$ cat src/rtl/hs_burst_source.sv
// Burst source: accepts a (len, seed, gap) command and emits len incrementing beats
// on a registered valid/ready stream, with optional idle cycles between beats.
module hs_burst_source #(
    parameter int WIDTH = 32,
    parameter int LEN_W = 8,
    parameter int GAP_W = 4
) (
    input  logic             clk,
    input  logic             rst,
    input  logic             cmd_valid_in,
    output logic             cmd_ready_out,
    input  logic [LEN_W-1:0] cmd_len_in,
    input  logic [WIDTH-1:0] cmd_seed_in,
    input  logic [GAP_W-1:0] cmd_gap_in,
    output logic [WIDTH-1:0] data_out,
    output logic             valid_down_out,
    output logic             last_out,
    input  logic             ready_down_in,
    output logic             busy_out,
    output logic             done_out
);

    typedef enum logic [1:0] {
        IDLE = 2'd0,
        SEND = 2'd1,
        GAP  = 2'd2
    } state_e;

    state_e           state_q, state_d;
    logic [WIDTH-1:0] data_q, data_d;
    logic             valid_q, valid_d;
    logic             last_q, last_d;
    logic             done_q, done_d;
    logic [LEN_W-1:0] remaining_q, remaining_d;
    logic [GAP_W-1:0] gap_q, gap_d;
    logic [GAP_W-1:0] gapCount_q, gapCount_d;

    logic cmdFire;
    logic downFire;

    assign cmd_ready_out  = (state_q == IDLE);
    assign busy_out       = (state_q != IDLE);
    assign cmdFire        = cmd_valid_in & cmd_ready_out;
    assign downFire       = valid_q & ready_down_in;

    assign data_out       = data_q;
    assign valid_down_out = valid_q;
    assign last_out       = last_q;
    assign done_out       = done_q;

    always_ff @(posedge clk) begin
        if (rst) begin
            state_q     <= IDLE;
            data_q      <= '0;
            valid_q     <= 1'b0;
            last_q      <= 1'b0;
            done_q      <= 1'b0;
            remaining_q <= '0;
            gap_q       <= '0;
            gapCount_q  <= '0;
        end else begin
            state_q     <= state_d;
            data_q      <= data_d;
            valid_q     <= valid_d;
            last_q      <= last_d;
            done_q      <= done_d;
            remaining_q <= remaining_d;
            gap_q       <= gap_d;
            gapCount_q  <= gapCount_d;
        end
    end

    // remaining_q counts the beat currently presented, so 1 means "this is the last one"
    always_comb begin
        state_d = state_q;
        case (state_q)
            IDLE: begin
                if (cmdFire && (cmd_len_in != '0)) state_d = SEND;
            end
            SEND: begin
                if (downFire) begin
                    if (remaining_q == LEN_W'(1)) state_d = IDLE;
                    else if (gap_q != '0)         state_d = GAP;
                end
            end
            GAP: begin
                if (gapCount_q == GAP_W'(1)) state_d = SEND;
            end
            default: state_d = IDLE;
        endcase
    end

    always_comb begin
        data_d      = data_q;
        valid_d     = valid_q;
        last_d      = last_q;
        done_d      = 1'b0;
        remaining_d = remaining_q;
        gap_d       = gap_q;
        gapCount_d  = gapCount_q;
        case (state_q)
            IDLE: begin
                if (cmdFire) begin
                    if (cmd_len_in != '0) begin
                        data_d      = cmd_seed_in;
                        valid_d     = 1'b1;
                        last_d      = (cmd_len_in == LEN_W'(1));
                        remaining_d = cmd_len_in;
                        gap_d       = cmd_gap_in;
                    end else begin
                        done_d = 1'b1;
                    end
                end
            end
            SEND: begin
                if (downFire) begin
                    if (remaining_q == LEN_W'(1)) begin
                        valid_d     = 1'b0;
                        last_d      = 1'b0;
                        done_d      = 1'b1;
                        remaining_d = '0;
                    end else begin
                        data_d      = data_q + WIDTH'(1);
                        remaining_d = remaining_q - LEN_W'(1);
                        last_d      = (remaining_q == LEN_W'(2));
                        if (gap_q != '0) begin
                            valid_d    = 1'b0;
                            last_d     = 1'b0;
                            gapCount_d = gap_q;
                        end
                    end
                end
            end
            GAP: begin
                // last is re-derived on the way out so it is only ever set alongside valid
                if (gapCount_q == GAP_W'(1)) begin
                    valid_d    = 1'b1;
                    last_d     = (remaining_q == LEN_W'(1));
                    gapCount_d = '0;
                end else begin
                    gapCount_d = gapCount_q - GAP_W'(1);
                end
            end
            default: begin
                valid_d = 1'b0;
                last_d  = 1'b0;
            end
        endcase
    end

endmodule

$ cat config.mk
export PLATFORM = sky130hd
export DESIGN_NAME = hs_burst_source
export DESIGN_NICKNAME = d
export VERILOG_FILES = /design/src/rtl/hs_burst_source.sv
export SDC_FILE = /design/constraint.sdc
export NUM_CORES = 1
export LEC_CHECK = 0
export CORE_MARGIN = 8
export CORE_UTILIZATION = 53
export CTS_CLUSTER_DIAMETER = 30
export CTS_CLUSTER_SIZE = 30
export DETAILED_ROUTE_END_ITERATION = 8
export PLACE_DENSITY = 0.86
export SLEW_MARGIN = 10
export SYNTH_ARGS = -nofsm -noshare
export SYNTH_HDL_FRONTEND = slang
export SYNTH_SLANG_ARGS = --single-unit
export TNS_END_PERCENT = 30
$ cat constraint.sdc
create_clock -name clk -period 4.4 [get_ports clk]
set_clock_uncertainty 0.05 [all_clocks]
set_input_delay 0.44 -clock clk [delete_from_list [all_inputs] [get_ports clk]]
set_output_delay 0.44 -clock clk [all_outputs]
set_load 0.01 [all_outputs]
# ---- Yosys cells after proc, flatten, opt, wreduce, memory -nomap -nowiden
# Cells that the tools add are included.
dict set report classes {
  n_addsub 3
  n_eq_ne 14
  n_mux 40
  bitwise 2
  n_reduce_logical 14
}
# op count
set op_table {}
lappend op_table {{two-way mux 32 bit} 4}
lappend op_table {{one-hot mux 32 bit (2 select lines)} 1}
lappend op_table {{adder 32 x 1 -> 32 bit (second input constant)} 1}
lappend op_table {{two-way mux 8 bit} 4}
lappend op_table {{== test 8 x 1 -> 1 bit (second input constant)} 2}
lappend op_table {{two-way mux 1 bit} 16}
lappend op_table {{two-way mux 4 bit} 4}
lappend op_table {{one-hot mux 8 bit (2 select lines)} 1}
lappend op_table {{AND reduction 4 bit} 4}
lappend op_table {{two-way mux 2 bit} 5}
lappend op_table {{AND reduction 5 bit} 2}
lappend op_table {{== test 8 x 2 -> 1 bit (second input constant)} 1}
lappend op_table {{inequality test 2 bit (second input constant)} 4}
lappend op_table {{one-hot mux 4 bit (2 select lines)} 1}
lappend op_table {{nonzero test 8 bit} 1}
lappend op_table {{subtractor 8 x 1 -> 8 bit (second input constant)} 1}
lappend op_table {{inequality test 2 x 1 -> 1 bit (second input constant)} 3}
lappend op_table {{one-hot mux 1 bit (3 select lines)} 2}
lappend op_table {{one-hot mux 2 bit (3 select lines)} 1}
lappend op_table {{nonzero test 2 bit} 3}
lappend op_table {{== test 4 x 1 -> 1 bit (second input constant)} 1}
lappend op_table {{nonzero test 4 bit} 1}
lappend op_table {{subtractor 4 x 1 -> 4 bit (second input constant)} 1}
lappend op_table {{inequality test 3 bit (second input constant)} 1}
lappend op_table {{other kinds (7)} 8}
dict set report word_totals {
  regBits 53
  inputBits 48
  out_inout_bits 37
  word_cells 81
}

# ---- Logic depth before layout (Yosys ltp)
# Gate-level depths: netlist (run 1).
dict set report depth {
  word_depth 5
  ltp_mapped 8
  depth_no_buf 7
}

# ---- Worst setup path after synthesis (run 1)
# No wires, ideal clock.
dict set report synth_path {
  path_kind {input-to-reg}
  start {input port cmd_len_in[0]}
  end {register data_q[17], in the netlist data_out[17]}
  setup_time_ns 0.119
  arrival_ns 1.973
  required_ns 4.231
  slack_ns 2.258
  stages 7
  path_buffers 2
  path_cell_list {or4_1 o211a_1 buf_2 nor2_4 buf_4 a21oi_1 o221a_2}
}
dict set report synth_between {
  elab_chain_cells 3
}
# item line_no
set synth_lines {}
lappend synth_lines {{from (decl)} 12} ;# input logic [LEN_W-1:0] cmd_len_in,
lappend synth_lines {{nonzero test 8 bit} 104} ;# if (cmd_len_in != '0) begin
lappend synth_lines {{inequality test 2 x 1 -> 1 bit (no line)} n/a}
lappend synth_lines {{AND reduction 5 bit (no line)} n/a}
lappend synth_lines {{to (signal assigned)} 63} ;# data_q <= data_d;
lappend synth_lines {{to (decl)} 30} ;# logic [WIDTH-1:0] data_q, data_d;
# No other way between the ends.
# A chain may end at the register's enable or synchronous reset.

# ---- Worst setup path in the final report (run 1)
dict set report layout_path {
  start {register state_q[0]}
  end {register data_q[15], in the netlist data_out[15]}
}
dict set report layout_between {
  elab_chain_cells 4
  elab_cells_between_ends 10
  cone_classes {eq/ne (5); mux (1); bitwise (1); reduce/logical (3)}
}
# item line_no
set layout_lines {}
lappend layout_lines {{from (decl)} 29} ;# state_e state_q, state_d;
lappend layout_lines {{from (signal assigned)} 62} ;# state_q <= state_d;
lappend layout_lines {{zero test 2 bit} {41, 101}}
lappend layout_lines {{AND 1 bit} 43} ;# assign cmdFire = cmd_valid_in & cmd_ready_out;
lappend layout_lines {{inequality test 2 x 1 -> 1 bit (no line)} n/a}
lappend layout_lines {{AND reduction 5 bit (no line)} n/a}
# Several ways; a longest one is shown, not always the timed one.

==> impl_metrics.py, run 1 <==
metrics = {
    "synth": {
        "synth_nets": 489,
        "synth-main-ff-cell": "dfxtp_1",
        "synth.largest_area_cell": "dfxtp_1",
        "post_synth_num_cell_types": 62,
        "ys_seq_elements": 53,
        "avgSynthCellArea_um2": 7.50,
        "synth.area.top_cells": "dfxtp_1 (33%), a21oi_1 (6.3%), nand2_1 (5.8%)",
        "synth_top_area_share_pct": 32.5,
        "yosys_warnings": 0,
        "seq_area_frac_synth_pct": 32.5,
        "async_flop_share_pct": 0,
        "synthesis.area_mm2": 0.00326,
        "syn_inst": 435,
        "synth_edf_count": 0,
    },
    "placement": {
        "globalplace.congestion": 0.925,
        "io_buffers": 84,
        "place_hpwl_um": 7080,
        "place_area_mm2": 0.00410,
    },
    "sta": {
        "setup_viol": 0,
        "timing.hold.ws_ns": 0.426,
        "finalHoldViolations": 0,
        "fmax_ghz": 0.364,
        "tightest_slew_ns": 0.995,
        "maxSlewHeadroom_pct": 33.6,
        "drv_slew": 0,
        "rsz0062_at_grt": "false",
        "fin_crit_ns": 2.75,
        "setup-tns-final_ns": 0,
        "fin_crit_sh_pct": 62.4,
    },
    "worst_setup_path": {
        "path_class": "flip-flop to flip-flop",
        "crit_chain": "and4b_1, o21ai_1, nand2_2, o21ai_0, a221oi_1",
        "r2r_cells": 5,
        "crit_family": "flip-flops",
        "crit_arrival_ns": 2.91,
        "path_buf_inv": 0,
        "r2r_setup_slack_ns": 1.65,
        "end_kind": "flip-flop",
        "cp-start-kind": "flip-flop",
        "slowest_stage": "dfxtp_1",
        "cp_max_fo": 39,
        "cp_num_cells": 5,
        "cp.required_ns": 4.57,
        "critPathMaxStageDelay_ns": 0.99,
    },
    "cts": {
        "tritoncts.num_buffers": 5,
        "tritoncts": "built",
        "clkTransAtPathRegs_ns": 0.10,
        "post_cts_resized": 0,
        "post_cts_buffers": 0,
        "cts-root-buf": "clkbuf_8",
        "hold_buffers": 0,
        "clock_sinks": 53,
        "h-tree-depth": 2,
        "clk_latency_ns": 0.31,
        "clockBufferDepth": 2,
    },
    "power_and_ir_drop": {
        "p_total_mw": 1.54,
        "power_density_mw_per_mm2": 366,
        "p_leak_nw": 1.44,
        "vdd_drop_max_uv": 197,
    },
    "cells_and_area": {
        "layout_common_cells": "clkdlybuf4s50_1 (84), dfxtp_1 (53), nand2_1 (49)",
        "final_nets": 553,
        "final_core_util_pct": 70.8,
        "nFillCells": 486,
        "fin_area_mm2": 0.00419,
        "area_growth_pct": 28.5,
        "final_common_cell": "clkdlybuf4s50_1",
        "regArea_mm2": 0.00106,
        "antenna_cells": 0,
        "multiInputGateArea_mm2": 0.00204,
        "drive_gt1_share_pct": 6.20,
    },
    "route": {
        "wirelength_um": 10200,
        "dr.pass1.iters": 5,
        "vias": 3698,
        "via_per_inst": 6.43,
        "drt-initial-drc-count": 260,
        "ant_nets": 0,
        "drc_errors": 0,
        "wl_per_cell_um": 17.7,
    },
    "grt": {
        "grt_pass1_wl_um": 16800,
        "grt_pass1_vias": 3522,
        "grt_start_max_net_pins": 46,
        "grt-ovfl-total": 0,
        "antenna_found_initial": 0,
        "grt.total_usage_pct": 22.6,
    },
    "floorplanning": {
        "die_y_um": 94.5,
        "start_util_pct": 55.1,
        "fp.coreArea_mm2": 0.00592,
        "io_pins": 85,
        "die_x_um": 94.5,
        "die_area_mm2": 0.00892,
        "rows": 28,
    },
    "worst_hold_path": {
        "hp-class": "flip-flop to flip-flop",
        "hold_depth": 2,
    },
    "outcome": {
        "status": "finished clean",
    },
    "flow_run": {
        "cap_violations": 0,
    },
}
==> layer usage <==
metal | vias up | global-route usage (%) | wire (um)
met1 | 1707 | 27.6 | 4140
li1 | 1768 | - | -
met5 | - | 0 | 0
met3 | 25 | 5.79 | 864
met2 | 198 | 37.7 | 4950
met4 | 0 | 7.80 | 207
==> worst paths after layout <==
| check | startpoint | to |
|---|---|---|
| max reg2reg | state_q[0] | data_out[15] |
| min | gap_q[1] | gap_q[1] |
| min reg2reg | gap_q[1] | gap_q[1] |
| max | state_q[0] | data_out[15] |
==> cell families (layout without fill, tap and decap cells) <==
group	Yosys count	count (layout)	synth area share [%]
xor gates and xnor gates	1	1	0.269
buffers and inverters	42	107	5.22
and+or+nand+nor	176	176	27.5
AOI/OAI and AO/OA	154	154	31.3
adders and majority gates	6	6	2.30
DFF	53	53	32.5
muxes	3	3	0.921
==> through the flow <==
step / setup slack [ns] / cells
6_report: 1.65 / 575
5_1_grt: 1.43 / 575
4_1_cts: 1.30 / 575
3_5_place_dp: 0.988 / 567
3_3_place_gp: 1.01 / 567
2_1_floorplan: 2.26 / 435
==> where the power goes <==
part	internal [mW]	switching (mW)
combinational	0.280	0.306
sequential	0.552	0.112
clock	0.113	0.174
==> state kept, by name (all words and copies together) (netlist names) <==
name,flops
data_out,32
remaining_q,8
gapCount_q,4
gap_q,4
state_q,2
done_out,1
last_out,1
valid_down_out,1
==> worst min-delay path: stages (launching register included) <==
cell and delay (ns):
dfxtp_1 0.33, nand2_1 0.06, a21oi_1 0.05
==> cell usage after synthesis, types with 8 or more instances <==
| cell type | n |
|---|---|
| a211oi_1 | 15 |
| a21oi_1 | 41 |
| a311oi_1 | 8 |
| clkbuf_1 | 22 |
| dfxtp_1 | 53 |
| inv_1 | 11 |
| nand2_1 | 50 |
| nand3_1 | 14 |
| nand4_1 | 9 |
| nor2_1 | 39 |
| nor3_1 | 16 |
| nor4_1 | 10 |
| o21ai_0 | 37 |
==> cell type report <==
| type | count | share of cell area [%] |
|---|---|---|
| multi-input combinational | 340 | 48.6 |
| sequential | 53 | 25.3 |
| timing repair buffer | 88 | 20.8 |
| tap | 75 | 2.24 |
| clock buffer | 5 | 1.64 |
| inverter | 11 | 0.985 |
| clock inverter | 3 | 0.507 |
(Power assumes the default switching activity.)
==> run 2, diff against run 1 <==
--- a/config.mk
+++ b/config.mk
@@ -6,11 +6,11 @@
 export NUM_CORES = 1
 export LEC_CHECK = 0
 export CORE_MARGIN = 8
-export CORE_UTILIZATION = 53
+export CORE_UTILIZATION = 49
 export CTS_CLUSTER_DIAMETER = 30
 export CTS_CLUSTER_SIZE = 30
 export DETAILED_ROUTE_END_ITERATION = 8
-export PLACE_DENSITY = 0.86
+export PLACE_DENSITY = 0.8
 export SLEW_MARGIN = 10
 export SYNTH_ARGS = -nofsm -noshare
 export SYNTH_HDL_FRONTEND = slang
==> constraint.sdc (replaced) <==
create_clock -name clk -period 2.6 [get_ports clk]
set_clock_uncertainty 0.05 [all_clocks]
set_input_delay 0.26 -clock clk [delete_from_list [all_inputs] [get_ports clk]]
set_output_delay 0.26 -clock clk [all_outputs]
set_load 0.01 [all_outputs]
==> impl_metrics.py, run 2 (same netlist as run 1, synthesis figures left out) <==
metrics = {
    "outcome": {
        "status": "finished clean",
    },
    "route": {
        "dr.pass1.iters": 5,
        "wl_per_cell_um": 18.3,
        "drt-initial-drc-count": 276,
        "drc_errors": 0,
        "wirelength_um": 10800,
        "ant_nets": 0,
        "via_per_inst": 6.41,
        "vias": 3790,
    },
    "floorplanning": {
        "fp.coreArea_mm2": 0.00639,
        "die_y_um": 97.6,
        "die_x_um": 97.6,
        "start_util_pct": 51.1,
        "rows": 29,
        "io_pins": 85,
        "die_area_mm2": 0.00952,
    },
    "worst_setup_path": {
        "cp.required_ns": 2.75,
        "end_kind": "flip-flop",
        "cp_max_fo": 7,
        "r2r_setup_slack_ns": 0.27,
        "reg2reg_to": "data_out[25]",
        "path_class": "flip-flop to flip-flop",
        "crit_arrival_ns": 2.48,
        "r2r_start": "data_out[15]",
        "r2r_cells": 5,
        "cp-start-kind": "flip-flop",
    },
    "grt": {
        "grt_pass1_vias": 3768,
        "grt_pass1_wl_um": 17900,
        "grt_start_max_net_pins": 45,
        "antenna_found_initial": 0,
        "grt.total_usage_pct": 22.0,
        "grt-ovfl-total": 0,
    },
    "cells_and_area": {
        "final_core_util_pct": 68.4,
        "drive_gt1_share_pct": 8.56,
        "largest_register_ffs": 32,
        "final_common_cell": "clkdlybuf4s50_1",
        "antenna_cells": 0,
        "area_growth_pct": 33.9,
        "layout_common_cells": "clkdlybuf4s50_1 (84), dfxtp_1 (53), nand2_1 (50)",
        "final_nets": 567,
    },
    "worst_hold_path": {
        "hp-start": "cmd_gap_in[3]",
        "hp-class": "input port to flip-flop",
        "hold_depth": 3,
        "worstHoldEndpoint": "gap_q[3]",
    },
    "sta": {
        "finalHoldViolations": 0,
        "rsz0062_at_grt": "false",
        "tightest_slew_ns": 0.570,
        "setup_viol": 0,
        "fin_crit_ns": 2.33,
        "fin_crit_sh_pct": 89.5,
        "drv_slew": 0,
        "maxSlewHeadroom_pct": 61.8,
        "fmax_ghz": 0.430,
        "setup-tns-final_ns": 0,
    },
    "placement": {
        "place_hpwl_um": 7640,
        "globalplace.congestion": 0.907,
        "io_buffers": 84,
    },
    "cts": {
        "clockBufferDepth": 2,
        "hold_buffers": 0,
        "clkTransAtPathRegs_ns": 0.11,
        "post_cts_buffers": 0,
        "tritoncts.num_buffers": 5,
        "h-tree-depth": 2,
        "post_cts_resized": 0,
        "clock_sinks": 53,
        "clk_latency_ns": 0.32,
        "tritoncts": "built",
        "cts-root-buf": "clkbuf_8",
    },
    "power_and_ir_drop": {
        "vdd_drop_max_uv": 349,
        "p_leak_nw": 1.54,
        "power_density_mw_per_mm2": 652,
    },
    "flow_run": {
        "cap_violations": 0,
    },
}
==> run 2: cell count changes in the layout (fill, tap and decap cells not counted), sizes merged <==
cell / delta
inv: -1
clkinvlp: -1
buf: +14
bufinv: +2
==> run 2: worst max-delay path by stage <==
stage	startpoint	endpoint	cells past startpoint
2_1_floorplan	data_out[16]	data_out[25]	6
3_3_place_gp	cmd_len_in[0]	data_out[2]	7
3_5_place_dp	cmd_len_in[0]	data_out[2]	7
4_1_cts	data_out[15]	data_out[25]	5
5_1_grt	data_out[15]	data_out[25]	5
6_report	data_out[15]	data_out[25]	5
==> run 2: power breakdown <==
group          internal [mW]  leakage (nW)  switching [mW]
Sequential             0.933         0.436           0.174
Combinational          0.514          1.03           0.553
Clock                  0.383        0.0681           0.289
==> run 2: metrics by stage <==
| stage | area, um2 | instances | total power [mW] | setup slack (ns) | hold slack (ns) |
|---|---|---|---|---|---|
| 6_report | 4370 | 591 | 2.85 | 0.273 | 0.425 |
| 5_1_grt | 4370 | 591 | 3.00 | 0.124 | 0.448 |
| 4_1_cts | 4370 | 591 | 2.83 | 0.294 | 0.431 |
| 3_5_place_dp | 4230 | 583 | 2.17 | 0.167 | 0.417 |
| 3_3_place_gp | 4230 | 583 | 2.15 | 0.190 | 0.407 |
| 2_1_floorplan | 3260 | 435 | 1.69 | 0.505 | 0.346 |
==> run 2: critical path, stage by stage, from the launching register on <==
cell and delay, ns:
dfxtp_1 0.46, nand4_1 0.22, or4_1 0.73, or4_1 0.47, a21oi_1 0.18, o32ai_1 0.10
==> run 2: cell type report <==
class,count,area (um2)
multi-input combinational,340,2030
fill,527,2020
sequential,53,1060
timing repair buffer,102,1000
tap,77,96.3
clock buffer,5,68.8
clock inverter,3,65.1
inverter,11,41.3
==> run 2: metal layers <==
layer / global-route usage, % / share of wire [%] / vias to the layer above / wire length (um)
li1: - / - / 1792 / -
met1: 27.0 / 41 / 1803 / 4450
met2: 36.7 / 49 / 172 / 5250
met3: 4.98 / 8.2 / 23 / 885
met4: 7.58 / 1.9 / 0 / 202
met5: 0 / 0 / - / 0
==> run 3, diff against run 2 <==
--- a/config.mk
+++ b/config.mk
@@ -15,4 +15,3 @@
 export SYNTH_ARGS = -nofsm -noshare
 export SYNTH_HDL_FRONTEND = slang
 export SYNTH_SLANG_ARGS = --single-unit
-export TNS_END_PERCENT = 30
==> results of run 3 <==
Same layout as run 2: the final DEF is identical, and so are final timing and power.
